[src/rtl/rv32_pkg.sv]
// Shared RV32 definitions: M-extension divide opcodes, divider FSM states and
// the most negative 32-bit integer.
package rv32_pkg;

    localparam int RV_XLEN = 32;

    localparam logic [1:0] OP_DIV  = 2'b00;
    localparam logic [1:0] OP_DIVU = 2'b01;
    localparam logic [1:0] OP_REM  = 2'b10;
    localparam logic [1:0] OP_REMU = 2'b11;

    localparam logic [RV_XLEN-1:0] MIN_INT = {1'b1, {(RV_XLEN-1){1'b0}}};

    typedef enum logic [1:0] {
        IDLE = 2'd0,
        CALC = 2'd1,
        FIN  = 2'd2
    } div_state_t;

endpackage

[src/rtl/rv32_div_step.sv]
// One combinational restoring-division iteration: shift the next dividend bit
// into the partial remainder and subtract the divisor if it fits.
module rv32_div_step #(
    parameter int XLEN = 32
) (
    input  logic [XLEN:0]   rem_in,
    input  logic [XLEN-1:0] quo_in,
    input  logic [XLEN-1:0] divisor,
    output logic [XLEN:0]   rem_out,
    output logic [XLEN-1:0] quo_out
);

    logic [XLEN:0] shifted;
    logic [XLEN:0] trial;
    logic          fits;

    assign shifted = {rem_in[XLEN-1:0], quo_in[XLEN-1]};
    assign trial   = shifted - {1'b0, divisor};
    // A set top bit in rem_in would make the shifted value exceed any divisor.
    assign fits    = ~trial[XLEN] | rem_in[XLEN];

    assign rem_out = fits ? trial : shifted;
    assign quo_out = {quo_in[XLEN-2:0], fits};

endmodule

[src/rtl/rv32_mux2.sv]
// Generic n-bit 2:1 mux: sel=0 picks d0, sel=1 picks d1.
module rv32_mux2 #(
    parameter int N = 32
) (
    input  logic [N-1:0] d0,
    input  logic [N-1:0] d1,
    input  logic         sel,
    output logic [N-1:0] y
);

    assign y = sel ? d1 : d0;

endmodule

[src/rtl/rv32_div_unit.sv]
// Iterative RV32M divider (DIV/DIVU/REM/REMU): one restoring step per cycle,
// with a single-cycle fast path for divide-by-zero and signed overflow.
module rv32_div_unit
    import rv32_pkg::*;
#(
    parameter int XLEN = RV_XLEN
) (
    input  logic            clk,
    input  logic            rst_n,
    input  logic            start,
    input  logic [1:0]      op,
    input  logic [XLEN-1:0] rs1,
    input  logic [XLEN-1:0] rs2,
    input  logic            flush,
    output logic            busy,
    output logic            done,
    output logic [XLEN-1:0] result
);

    localparam int              CW      = $clog2(XLEN);
    localparam logic [CW-1:0]   LAST    = CW'(XLEN - 1);
    localparam logic [XLEN-1:0] MIN_VAL = {1'b1, {(XLEN-1){1'b0}}};

    div_state_t      state, state_next;
    logic [XLEN:0]   rem_q, rem_next;
    logic [XLEN-1:0] quo_q, quo_next, div_q;
    logic [CW-1:0]   cnt_q;
    logic            sel_q, neg_quo_q, neg_rem_q;

    logic            accept, is_signed, div_zero, ovf, fast, last_step;
    logic [XLEN-1:0] a_mag, b_mag, fast_quo, fast_rem, fin_quo, fin_rem;
    logic [XLEN-1:0] mux_d0, mux_d1, mux_y;
    logic            mux_sel;

    assign accept    = (state != CALC) && start && !flush;
    assign is_signed = ~op[0];
    assign div_zero  = (rs2 == '0);
    assign ovf       = is_signed && (rs1 == MIN_VAL) && (rs2 == '1);
    assign fast      = div_zero || ovf;
    assign last_step = (state == CALC) && (cnt_q == LAST);

    // Negating MIN_INT leaves it as unsigned 2^(XLEN-1), which is the magnitude we want.
    assign a_mag = (is_signed && rs1[XLEN-1]) ? -rs1 : rs1;
    assign b_mag = (is_signed && rs2[XLEN-1]) ? -rs2 : rs2;

    assign fast_quo = div_zero ? '1  : MIN_VAL;
    assign fast_rem = div_zero ? rs1 : '0;

    rv32_div_step #(.XLEN(XLEN)) u_step (
        .rem_in  (rem_q),
        .quo_in  (quo_q),
        .divisor (div_q),
        .rem_out (rem_next),
        .quo_out (quo_next)
    );

    assign fin_quo = neg_quo_q ? -quo_next : quo_next;
    assign fin_rem = neg_rem_q ? -rem_next[XLEN-1:0] : rem_next[XLEN-1:0];

    assign mux_d0  = (state == CALC) ? fin_quo : fast_quo;
    assign mux_d1  = (state == CALC) ? fin_rem : fast_rem;
    assign mux_sel = (state == CALC) ? sel_q   : op[1];

    rv32_mux2 #(.N(XLEN)) u_sel (
        .d0  (mux_d0),
        .d1  (mux_d1),
        .sel (mux_sel),
        .y   (mux_y)
    );

    always_ff @(posedge clk or negedge rst_n) begin
        if (!rst_n) state <= IDLE;
        else        state <= state_next;
    end

    always_comb begin
        state_next = state;
        unique case (state)
            IDLE, FIN: state_next = accept ? (fast ? FIN : CALC) : IDLE;
            CALC:      if (last_step) state_next = FIN;
            default:   state_next = IDLE;
        endcase
        if (flush) state_next = IDLE;
    end

    always_ff @(posedge clk or negedge rst_n) begin
        if (!rst_n) begin
            rem_q     <= '0;
            quo_q     <= '0;
            div_q     <= '0;
            cnt_q     <= '0;
            sel_q     <= 1'b0;
            neg_quo_q <= 1'b0;
            neg_rem_q <= 1'b0;
            result    <= '0;
        end else if (accept) begin
            rem_q     <= '0;
            quo_q     <= a_mag;
            div_q     <= b_mag;
            cnt_q     <= '0;
            sel_q     <= op[1];
            neg_quo_q <= is_signed && (rs1[XLEN-1] ^ rs2[XLEN-1]);
            neg_rem_q <= is_signed && rs1[XLEN-1];
            if (fast) result <= mux_y;
        end else if (state == CALC && !flush) begin
            rem_q <= rem_next;
            quo_q <= quo_next;
            cnt_q <= cnt_q + CW'(1);
            if (last_step) result <= mux_y;
        end
    end

    assign busy = (state == CALC);
    assign done = (state == FIN);

endmodule
[config.mk]
export PLATFORM = sky130hd
export DESIGN_NAME = rv32_div_unit
export DESIGN_NICKNAME = d
export VERILOG_FILES = /design/src/rtl/rv32_pkg.sv /design/src/rtl/rv32_div_step.sv /design/src/rtl/rv32_mux2.sv /design/src/rtl/rv32_div_unit.sv
export SDC_FILE = /design/constraint.sdc
export NUM_CORES = 1
export LEC_CHECK = 0
export CORE_UTILIZATION = 45
export DETAILED_ROUTE_END_ITERATION = 8
export PLACE_DENSITY_LB_ADDON = 0.1
export SLEW_MARGIN = 20
export SYNTH_ARGS = -nofsm -noshare
export SYNTH_HDL_FRONTEND = slang
export SYNTH_SLANG_ARGS = --single-unit
[constraint.sdc]
create_clock -name clk -period 8 [get_ports clk]
set_clock_uncertainty 0.1 [all_clocks]
set_input_delay 1.6 -clock clk [delete_from_list [all_inputs] [get_ports clk]]
set_output_delay 1.6 -clock clk [all_outputs]
set_load 0.005 [all_outputs]
==> results of run 1 <==
worst max path at each step:
| stage | start | to | slack, ns |
|---|---|---|---|
| finish | quo_q[31] | result[21] | 2.14 |
| global route | quo_q[31] | result[21] | 1.82 |
| CTS | quo_q[31] | result[21] | 2.22 |
| detailed placement | rs1[1] | result[28] | 2.09 |
| global placement | rs1[1] | result[28] | 2.18 |
| floorplan | quo_q[31] | result[20] | 3.37 |
report_power, final:
| group | leakage, nW | switching (W) | internal [W] |
|---|---|---|---|
| combinational | 3.31 | 0.00130 | 0.000723 |
| sequential | 1.81 | 0.000161 | 0.000820 |
| clock | 0.294 | 0.000372 | 0.000473 |
worst max-delay path: cells and delay by family, from the launching register on:
kind                       cells  cell delay [ns]
AOI/OAI and AO/OA              8             1.77
muxes                          1             0.20
DFF                            1             0.43
adders and majority gates      2             0.64
and+or+nand+nor                2             0.77
buffers and inverters          4             1.37
xor gates and xnor gates       1             0.41
cell usage after synthesis, drive strengths merged (9+ instances only):
| master | number | area [um2] |
|---|---|---|
| a221oi | 18 | 157.7 |
| clkbuf | 64 | 241.5 |
| inv | 51 | 191.4 |
| nor2 | 137 | 514.2 |
| a21o | 11 | 82.58 |
| dfrtp | 139 | 3478 |
| nor4 | 16 | 115.1 |
| a21oi | 88 | 462.9 |
| nand4 | 22 | 137.6 |
| or3 | 18 | 112.6 |
| o41ai | 12 | 112.6 |
| nand2b | 19 | 118.9 |
| a22oi | 11 | 82.58 |
| o31ai | 31 | 232.7 |
| nand3 | 21 | 105.1 |
| mux2i | 29 | 294.0 |
| xor2 | 68 | 595.6 |
| o211ai | 24 | 180.2 |
| nand2 | 208 | 783.3 |
| a31oi | 38 | 237.7 |
| nor3 | 37 | 185.2 |
| xnor2 | 75 | 656.9 |
| ha | 39 | 488.0 |
| buf | 17 | 98.84 |
| o21ai | 167 | 843.3 |
| and2 | 9 | 56.30 |
layout make-up:
class | count | area [um2] | share of cell area (%)
Sequential cell | 139 | 3478 | 26.23
Tap cell | 324 | 405.4 | 3.057
Clock inverter | 14 | 176.4 | 1.330
Clock buffer | 18 | 429.2 | 3.236
Inverter | 51 | 191.4 | 1.444
Multi-Input combinational cell | 1197 | 7432 | 56.04
Timing Repair Buffer | 118 | 1149 | 8.661
routing by layer:
layer / up-vias / part of all wire (%)
li1: 5409 / -
met1: 5507 / 45
met2: 544 / 45
met3: 63 / 7.8
met4: 0 / 2.4
met5: - / 0
cells by family (layout without fill, tap and decap cells):
logic type,Yosys count,after routing
XOR/XNOR,143,143
adder cells (fa/ha/maj),40,40
flip-flops,139,139
AO/OA/AOI/OAI,462,462
buffers and inverters,132,201
multiplexers,30,30
AND/OR/NAND/NOR,522,522
stage by stage:
step | total power [W] | util, % | instances | cell area (um2)
after detailed placement | 0.002955 | 51.39 | 1829 | 12640
after global placement | 0.002942 | 51.39 | 1829 | 12640
after CTS | 0.003813 | 53.85 | 1861 | 13250
after floorplan | 0.002362 | - | 1468 | 11400
after global routing | 0.004087 | 53.90 | 1861 | 13260
final | 0.003851 | 53.90 | 1861 | 13260
sequential cells by signal (all words and copies together) (netlist names):
signal,flops
cnt_q,5
neg_quo_q,1
rem_q,33
div_q,32
result,32
state,2
neg_rem_q,1
sel_q,1
quo_q,32
==> results_dict.tcl, run 1 <==
set metrics [dict create \
    outcome "finished, final reports clean" \
    layout_common_cells "207 x nand2_1, 159 x o21ai_0, 139 x dfrtp_1" \
    ys_types 74 \
    post_cts_buffers 0 \
    place.gp.congestion 0.9310 \
    die_x_um 161.2 \
    h-tree-depth 4 \
    hold_depth 2 \
    worstMarginPinSlew_ns 1.163 \
    final_common_cell "nand2_1" \
    crit_path_max_incr_delay_ns 0.61 \
    drtIter0Drc 1158 \
    synthMuxAreaShare_pct 2.677 \
    clk_pin_slew_ns 0.07 \
    synth_compound_area_share_pct 25.79 \
    path_cells "inv_1, ha_1, fa_1, nand2b_1, a21oi_2, o2111ai_2, o21ai_2, a41oi_2, mux2i_4, buf_4, inv_1, buf_4, nor4bb_1, a22o_1, a31oi_1, xor2_1, o22ai_1, a22o_1" \
    ff2ff_path_depth 18 \
    antenna_cells 0 \
    nNetsFinal 1634 \
    grt_util_met1_pct 44.37 \
    synth_edf_count 0 \
    grt_pass1_vias 10860 \
    avgSynthCellArea_um2 7.769 \
    finalMaxSlewViolations 0 \
    drive_gt1_share_pct 4.684 \
    min_delay_worst_endpoint "div_q[14]" \
    antenna_left 0 \
    p_leak_nw 5.412 \
    fp.coreArea_mm2 0.02460 \
    rsz0062_at_grt "false" \
    fin_tns_setup_ns 0 \
    globalRoute.busiestLayer "met2" \
    hold_viol_final 0 \
    setup_viol 0 \
    slew_headroom_pct 22.46 \
    min_period_ns 5.864 \
    ys_seq_area_share_pct 30.50 \
    synth_simple_gate_area_share_pct 20.93 \
    use_met2_pct 47.30 \
    syn_to_final_growth_pct 16.28 \
    cp_max_fo 60 \
    die_h_um 161.2 \
    yosysWarningCount 0 \
    syn_inst 1468 \
    ir_drop_uv 178.9 \
    hold_slack_ns 0.3792 \
    yosys.area_share.xor_xnor_pct 10.98 \
    crit_path_end_kind "flip-flop" \
    antenna_found_initial 0 \
    firstDrtPassIters 5 \
    met3_usage_pct 6.009 \
    synth_flop_cell "dfrtp_1" \
    track_usage_pct 31.10 \
    setup_slack_ns 2.136 \
    cts_hold_buf 0 \
    vias_per_cell 6.192 \
    wl_mm 39.54 \
    initial_core_util_pct 46.35 \
    portBuffers 103 \
    ctsResizeCount 0 \
    syn_nets 1578 \
    ys_seq_elements 139 \
    finalCritPeriodShare_pct 73.29 \
    grt_max_degree 121 \
    die_area_mm2 0.02598 \
    cts_buffer_depth 2 \
    root_buffer "clkbuf_16" \
    r2r_start "quo_q[31]" \
    drc 0 \
    overflow 0 \
    startpoint_type "flip-flop" \
    cp.required_ns 8.22 \
    fillCellCount 2397 \
    numCtsBuffers 17 \
    power-per-cell-area_mw_per_mm2 290.4 \
    timing.rr.end "result[21]" \
    rrSetupSlack_ns 2.14 \
    clock-sinks 139 \
    netlist_area_mm2 0.01140 \
    clock_insertion_delay_worst_skew_ns 0.44 \
    holdCritPathClass "flip-flop to flip-flop" \
    cts_tree "done" \
    synth_adder_area_share_pct 4.454 \
    fmax_ghz 0.1705 \
    grt_pass1_wl_mm 62.40 \
    vias 11520 \
    routedWlPerCell_um 21.25 \
    async_flop_share_pct 100.0 \
    drv_cap 0 \
    critPathKind "flip-flop to flip-flop" \
    synth_top_family_by_area "compound AO/OA/AOI/OAI gates" \
    pin_count 104 \
    arrival_ns 6.09 \
    fp-row-count 57 \
    holdCritStartpoint "div_q[14]" \
    place_ws_ns 2.095 \
    slowest_stage "buf_4" \
    hpwl_mm 29.14 \
]
Power figures use the tool's default switching activity.
==> inputs of run 2 (changes only) <==
Clock period 8 ns to 5.9 ns, I/O delays scaled along.
==> results_dict.tcl, run 2 (synthesis results as in run 1) <==
set metrics [dict create \
    place.gp.congestion 0.9116 \
    startpoint_type "flip-flop" \
    power-per-cell-area_mw_per_mm2 389.6 \
    grt_pass1_vias 10710 \
    root_buffer "clkbuf_16" \
    syn_to_final_growth_pct 16.62 \
    finalCritPeriodShare_pct 88.27 \
    die_h_um 161.2 \
    die_area_mm2 0.02598 \
    drc 0 \
    fmax_ghz 0.1920 \
    worstMarginPinSlew_ns 0.9775 \
    drive_gt1_share_pct 5.365 \
    antenna_left 0 \
    h-tree-depth 4 \
    rsz0062_at_grt "false" \
    layout_common_cells "207 x nand2_1, 159 x o21ai_0, 139 x dfrtp_1" \
    hold_viol_final 0 \
    antenna_found_initial 0 \
    antenna_cells 0 \
    fin_tns_setup_ns 0 \
    place_ws_ns 0.6301 \
    nNetsFinal 1644 \
    numCtsBuffers 17 \
    r2r_start "quo_q[31]" \
    clock_insertion_delay_worst_skew_ns 0.44 \
    holdCritStartpoint "div_q[6]" \
    setup_slack_ns 0.6921 \
    slew_headroom_pct 34.70 \
    ir_drop_uv 211.2 \
    min_period_ns 5.208 \
    portBuffers 103 \
    routedWlPerCell_um 21.34 \
    final_common_cell "nand2_1" \
    drv_cap 0 \
    initial_core_util_pct 46.35 \
    hpwl_mm 29.71 \
    clock-sinks 139 \
    crit_path_end_kind "flip-flop" \
    outcome "finished, final reports clean" \
    hold_slack_ns 0.3836 \
    largest_reg_flops 33 \
    crit_start "quo_q[31]" \
    drtIter0Drc 1180 \
    holdCritPathClass "flip-flop to flip-flop" \
    finalMaxSlewViolations 0 \
    track_usage_pct 31.23 \
    vias 11520 \
    fillCellCount 2386 \
    wl_mm 39.92 \
    pin_count 104 \
    die_x_um 161.2 \
    cts_tree "done" \
    utilization_pct 54.06 \
    fp-row-count 57 \
    firstDrtPassIters 5 \
    ctsResizeCount 0 \
    post_cts_buffers 0 \
    grt_pass1_wl_mm 62.24 \
    p_leak_nw 5.446 \
    setup_viol 0 \
    largest_register "rem_q" \
    cp_max_fo 20 \
    vias_per_cell 6.157 \
    overflow 0 \
    arrival_ns 5.42 \
    fp.coreArea_mm2 0.02460 \
    clk_pin_slew_ns 0.07 \
    multi_input_area_mm2 0.007425 \
    p_total_w 0.005181 \
    cts_hold_buf 0 \
    cts_buffer_depth 2 \
    critPathKind "flip-flop to flip-flop" \
    grt_max_degree 69 \
    ff_latch_area_mm2 0.003478 \
    cp.required_ns 6.11 \
]
-- run 2: critical path: stages, from the launching register on --
cell       delay [ns]
dfrtp_1          0.43
inv_1            0.06
ha_1             0.22
fa_1             0.41
nand2b_1         0.20
a21oi_2          0.24
o2111ai_2        0.21
o21ai_2          0.27
a41oi_2          0.24
mux2i_4          0.25
buf_4            0.23
o21ai_0          0.32
ha_1             0.24
inv_1            0.10
nor4_4           0.59
nand3_1          0.30
and3_1           0.25
o31ai_1          0.30
a21oi_1          0.11
-- run 2: layout make-up --
type	instances	area share [%]
inverters	51	1.439
repair buffers	128	9.172
clock inverters	15	1.167
clock buffers	17	3.198
well taps	324	3.048
flip-flops and latches	139	26.15
multi-input cells	1197	55.82
-- run 2: per-layer routing --
layer	GRT usage [%]	up-vias	routed length, um
li1	-	5426	-
met1	44.55	5537	18030
met2	47.57	501	17890
met3	6.215	56	3140
met4	9.220	0	868
met5	0	-	0
-- run 2: through the flow --
stage               cell area, um2  instances
detailed placement           12720       1839
global placement             12720       1839
CTS                          13300       1871
finish                       13300       1871
global route                 13300       1871
floorplan                    11400       1468
-- run 2: path summary, 6_finish.rpt --
| kind | endpoint | slack, ns | cells past startpoint |
|---|---|---|---|
| hold / removal | div_q[6] | 0.38 | 2 |
| min in group asynchronous | rem_q[19] | 0.64 | 1 |
| hold reg to reg | div_q[6] | 0.38 | 2 |
| setup reg to reg | result[20] | 0.69 | 18 |
| setup / recovery | result[20] | 0.69 | 18 |
| max in group asynchronous | rem_q[7] | 3.93 | 2 |
-- run 2: power by group --
part	internal [W]	switching [W]
clock network	0.000597	0.000492
logic	0.000987	0.00178
registers	0.00111	0.000211
==> inputs of run 3 (changes only) <==
Settings changed: SKIP_CTS_REPAIR_TIMING set to 1.
==> results of run 3 <==
No change in the layout: final DEF, timing and power equal those of run 2.
